===== config.mk =====
export PLATFORM = sky130hd
export DESIGN_NAME = sim_run_controller
export DESIGN_NICKNAME = d
export VERILOG_FILES = /design/src/rtl/sim_run_controller.sv
export SDC_FILE = /design/constraint.sdc
export NUM_CORES = 1
export LEC_CHECK = 0
export CORE_UTILIZATION = 28
export CTS_CLUSTER_DIAMETER = 200
export DETAILED_ROUTE_END_ITERATION = 6
export PLACE_DENSITY = 0.53
export SYNTH_ARGS = -nofsm -noshare
export SYNTH_HDL_FRONTEND = slang
export SYNTH_SLANG_ARGS = --single-unit

===== constraint.sdc =====
create_clock -name clk -period 5.6 [get_ports clk]
set_input_delay 1.12 -clock clk [delete_from_list [all_inputs] [get_ports clk]]
set_output_delay 1.12 -clock clk [all_outputs]
set_load 0.005 [all_outputs]

===== src/rtl/sim_run_controller.sv =====
// Run-phase sequencer for the cycle-level simulator: IDLE -> WARMUP -> MEASURE -> DRAIN -> DONE.
// It gates the datapath's per-cycle advance, counts enabled cycles and flags drain timeouts.
module sim_run_controller #(
  parameter int MAX_CYCLE_WIDTH = 5,
  parameter int DRAIN_LIMIT     = 16
) (
  input  logic                       clk,
  input  logic                       reset_n,
  input  logic                       start,
  input  logic                       abort,
  input  logic                       pause,
  input  logic                       step,
  input  logic [MAX_CYCLE_WIDTH-1:0] warmup_cycles,
  input  logic [MAX_CYCLE_WIDTH-1:0] measure_cycles,
  input  logic                       drained,
  output logic                       sim_enable,
  output logic                       stats_enable,
  output logic [2:0]                 phase,
  output logic [MAX_CYCLE_WIDTH-1:0] current_cycle,
  output logic                       busy,
  output logic                       done,
  output logic                       timeout_err
);
  localparam int W = MAX_CYCLE_WIDTH;
  localparam logic [W-1:0] DRAIN_LAST = W'(DRAIN_LIMIT - 1);
  localparam logic [W-1:0] CYC_MAX    = '1;

  typedef enum logic [2:0] {
    PH_IDLE    = 3'd0,
    PH_WARMUP  = 3'd1,
    PH_MEASURE = 3'd2,
    PH_DRAIN   = 3'd3,
    PH_DONE    = 3'd4
  } phase_e;

  phase_e         phase_q, phase_d;
  logic [W-1:0]   cnt_q, cnt_d;
  logic [W-1:0]   cyc_q, cyc_d;
  logic [W-1:0]   warm_q, warm_d;
  logic [W-1:0]   meas_q, meas_d;
  logic           tmo_q, tmo_d;
  logic           busy_w, en_w;

  assign busy_w = (phase_q == PH_WARMUP) || (phase_q == PH_MEASURE) || (phase_q == PH_DRAIN);
  assign en_w   = busy_w && (!pause || step);

  always_comb begin
    phase_d = phase_q;
    cnt_d   = cnt_q;
    cyc_d   = cyc_q;
    warm_d  = warm_q;
    meas_d  = meas_q;
    tmo_d   = tmo_q;
    if (abort) begin
      // abort also blocks a start in IDLE, where it otherwise does nothing
      if (phase_q != PH_IDLE) begin
        phase_d = PH_IDLE;
        cnt_d   = '0;
        cyc_d   = '0;
        tmo_d   = 1'b0;
      end
    end else if (start && !busy_w) begin
      warm_d = warmup_cycles;
      meas_d = measure_cycles;
      cnt_d  = '0;
      cyc_d  = '0;
      tmo_d  = 1'b0;
      if (warmup_cycles != '0)       phase_d = PH_WARMUP;
      else if (measure_cycles != '0) phase_d = PH_MEASURE;
      else                           phase_d = PH_DRAIN;
    end else if (en_w) begin
      cnt_d = cnt_q + 1'b1;
      cyc_d = (cyc_q == CYC_MAX) ? cyc_q : cyc_q + 1'b1;
      case (phase_q)
        PH_WARMUP: if (cnt_q == warm_q - 1'b1) begin
          // an empty measure budget skips straight to DRAIN
          phase_d = (meas_q != '0) ? PH_MEASURE : PH_DRAIN;
          cnt_d   = '0;
        end
        PH_MEASURE: if (cnt_q == meas_q - 1'b1) begin
          phase_d = PH_DRAIN;
          cnt_d   = '0;
        end
        PH_DRAIN: if (drained) begin
          phase_d = PH_DONE;
          cnt_d   = '0;
          tmo_d   = 1'b0;
        end else if (cnt_q == DRAIN_LAST) begin
          phase_d = PH_DONE;
          cnt_d   = '0;
          tmo_d   = 1'b1;
        end
        default: ;
      endcase
    end
  end

  always_ff @(posedge clk or negedge reset_n) begin
    if (!reset_n) begin
      phase_q <= PH_IDLE;
      cnt_q   <= '0;
      cyc_q   <= '0;
      warm_q  <= '0;
      meas_q  <= '0;
      tmo_q   <= 1'b0;
    end else begin
      phase_q <= phase_d;
      cnt_q   <= cnt_d;
      cyc_q   <= cyc_d;
      warm_q  <= warm_d;
      meas_q  <= meas_d;
      tmo_q   <= tmo_d;
    end
  end

  assign sim_enable    = en_w;
  assign stats_enable  = en_w && (phase_q == PH_MEASURE);
  assign phase         = phase_q;
  assign current_cycle = cyc_q;
  assign busy          = busy_w;
  assign done          = (phase_q == PH_DONE);
  assign timeout_err   = tmo_q;
endmodule


==> impl_metrics.yaml <==
synth:
  synthesis.area_um2: 1500
  yosysSeqAreaShare_pct: 40.0
  synth_cell_types: 34
  ys_ff_latch: 24
  synth_edf_count: 0
  synth_area_leaders: "dfrtp_1, xnor2_1, mux2_2"
  yosys.area.top_type: "dfrtp_1"
  syn_inst: 151
  yosysMostFrequentCell: "dfrtp_1"
  synth_ff_type: "dfrtp_1"
  syn_avg_cell_area_um2: 9.94
  syn_nets: 175
  synth_top_area_share_pct: 40.0
  synthArstFlopShare_pct: 100
  ys_top_cells_by_count: "dfrtp_1, xnor2_1, nand2_1, inv_1, nor2_1"
  yosys_warnings: 0
setup_path:
  crit_fanout: 5
  crit_required_ns: 4.48
  cp-start-kind: "primary input"
  cpPeakStageDelay_ns: 0.52
  slowest_stage: "clkdlybuf4s50_1"
  path_cells: "clkdlybuf4s50_1, nor2b_1, nand2b_1, inv_1, clkdlybuf4s50_1"
  path_class: "primary input to output pin"
  crit_arrival_ns: 2.49
  endpoint_kind: "output pin"
  cpMostUsedCell: "clkdlybuf4s50_1"
cts:
  cts_htree_levels: 1
  numClockSinks: 24
  hold_buffers: 0
  ctsRootBufferMaster: "clkbuf_8"
  insertion_delay_ns: 0.26
  cts_buffer_depth: 2
  post-cts-setup-buffers: 0
  path_clk_slew_ns: 0.09
  post_cts_resized: 0
  numCtsBuffers: 3
  cts_tree: "yes"
pwr:
  ir_worst_vdd_uv: 172
  power_density_nw_per_um2: 443
  p_leak_nw: 0.802
global_route:
  grt_pass1_wl_um: 5460
  grt_pass1_vias: 1135
  grt_remaining_overflow: 0
  grt_usage_pct: 12.8
  grt_max_degree: 25
  antenna_found_initial: 0
placement:
  dp_cells: 250
  numPortBuffers: 29
  routabilityCongestion: 0.766
  hpwl_um: 2430
timing:
  fmax_mhz: 277
  hold_viol: 0
  worst_slew_pin_slew_ns: 0.536
  slew_headroom_pct: 64.3
  skew_ns: 0.00349
  rsz0062_at_grt: "false"
  setup_viol: 0
  slew_viol_final: 0
  period_needed_ns: 3.61
  finalCritPeriodShare_pct: 64.5
  setup_tns_ns: 0
floorplanning:
  die-height_um: 75.2
  start_util_pct: 29.2
  coreArea_um2: 5140
  ios: 30
  dieArea_um2: 5650
  die_x_um: 75.2
  num_rows: 26
route:
  wire_per_inst_um: 12.4
  postRouteAntennaNets: 0
  wl_um: 3160
  via_count: 1185
  wl_met1_um: 1580
  drtIter0Drc: 68
  top_layer: "met4"
  drt_first_pass_iters: 4
  drc_errors: 0
  met3_length_um: 113
  dr_wl_met2_um: 1440
  via_per_inst: 4.67
flow_run:
  maxCapViolCount: 0
finish:
  nets: 209
  layout.cells.non_filler: 254
  n_antenna_cell: 0
  area_growth_pct: 29.1
  fill_cells: 548
  layout-drive-gt1-share_pct: 13.0
worst_hold_path:
  min_path_type: "register to register"
outcome:
  status: "completed"
[worst paths after layout]
check,from,endpoint,slack (ns),cells after the start
setup / recovery,pause,sim_enable,1.99,5
hold / removal,current_cycle[4],current_cycle[4],0.53,2
setup reg to reg,warm_q[0],phase[1],3.21,8
hold reg to reg,current_cycle[4],current_cycle[4],0.53,2
max in group asynchronous,reset_n,cnt_q[4],4.14,2
min in group asynchronous,reset_n,phase[0],1.22,2
[metal layers]
metal  vias up  track usage [%]
met5         -                0
met4         0             4.32
met3         2             1.61
met2        20             20.5
met1       569             18.0
li1        594                -
[cell families (layout without fill, tap and decap cells)]
logic type / after synthesis / after routing / share of synthesized area, %
AND/OR/NAND/NOR: 50 / 50 / 16.7
XOR/XNOR: 19 / 19 / 11.1
buffers and inverters: 13 / 46 / 3.25
adder cells (fa/ha/maj): 7 / 7 / 5.84
AO/OA/AOI/OAI: 24 / 24 / 11.8
flip-flops: 24 / 24 / 40.0
multiplexers: 14 / 14 / 11.3
[metrics by stage]
step                      setup slack (ns)  power (mW)  utilization [%]  hold WS, ns  area (um^2)
after floorplan                       2.97       0.614                -        0.500         1500
after global placement                1.99       0.748             36.6        0.500         1880
after detailed placement              1.98       0.749             36.6        0.517         1880
after CTS                             1.97       0.875             37.7        0.537         1940
after global routing                  1.88       0.936             37.7        0.555         1940
final                                 1.99       0.858             37.7        0.526         1940
[registers in the layout, indices dropped and copies added (netlist names)]
signal,flops
cnt_q,5
current_cycle,5
meas_q,5
warm_q,5
phase,3
timeout_err,1
[layout by cell type, fill, tap and decap left out, types with 3 or more instances in the layout]
master and instances:
a21oi_1 4, clkbuf_8 4, clkdlybuf4s50_1 29, dfrtp_1 24
ha_1 7, inv_1 12, mux2_2 11, mux2_4 3
nand2_1 13, nand2b_1 4, nor2_1 12, nor3_1 5
o21ai_0 8, xnor2_1 15, xor2_1 4
[where the power goes]
part	internal, mW	switching, mW	leakage, nW
combinational	0.245	0.191	0.465
clock	0.0627	0.0554	0.0288
sequential	0.232	0.0712	0.308
[layout make-up]
type | count | area, um^2 | area share, %
inverters | 12 | 45.0 | 2.33
well taps | 70 | 87.6 | 4.52
repair buffers | 30 | 298 | 15.4
clock buffers | 4 | 55.1 | 2.84
flip-flops and latches | 24 | 601 | 31.0
multi-input cells | 114 | 851 | 43.9
[critical path: cells and delay by family]
kind / cells / cell delay (ns)
and+or+nand+nor: 2 / 0.32
buffers and inverters: 3 / 1.06
Power figures use the tool's default switching activity.
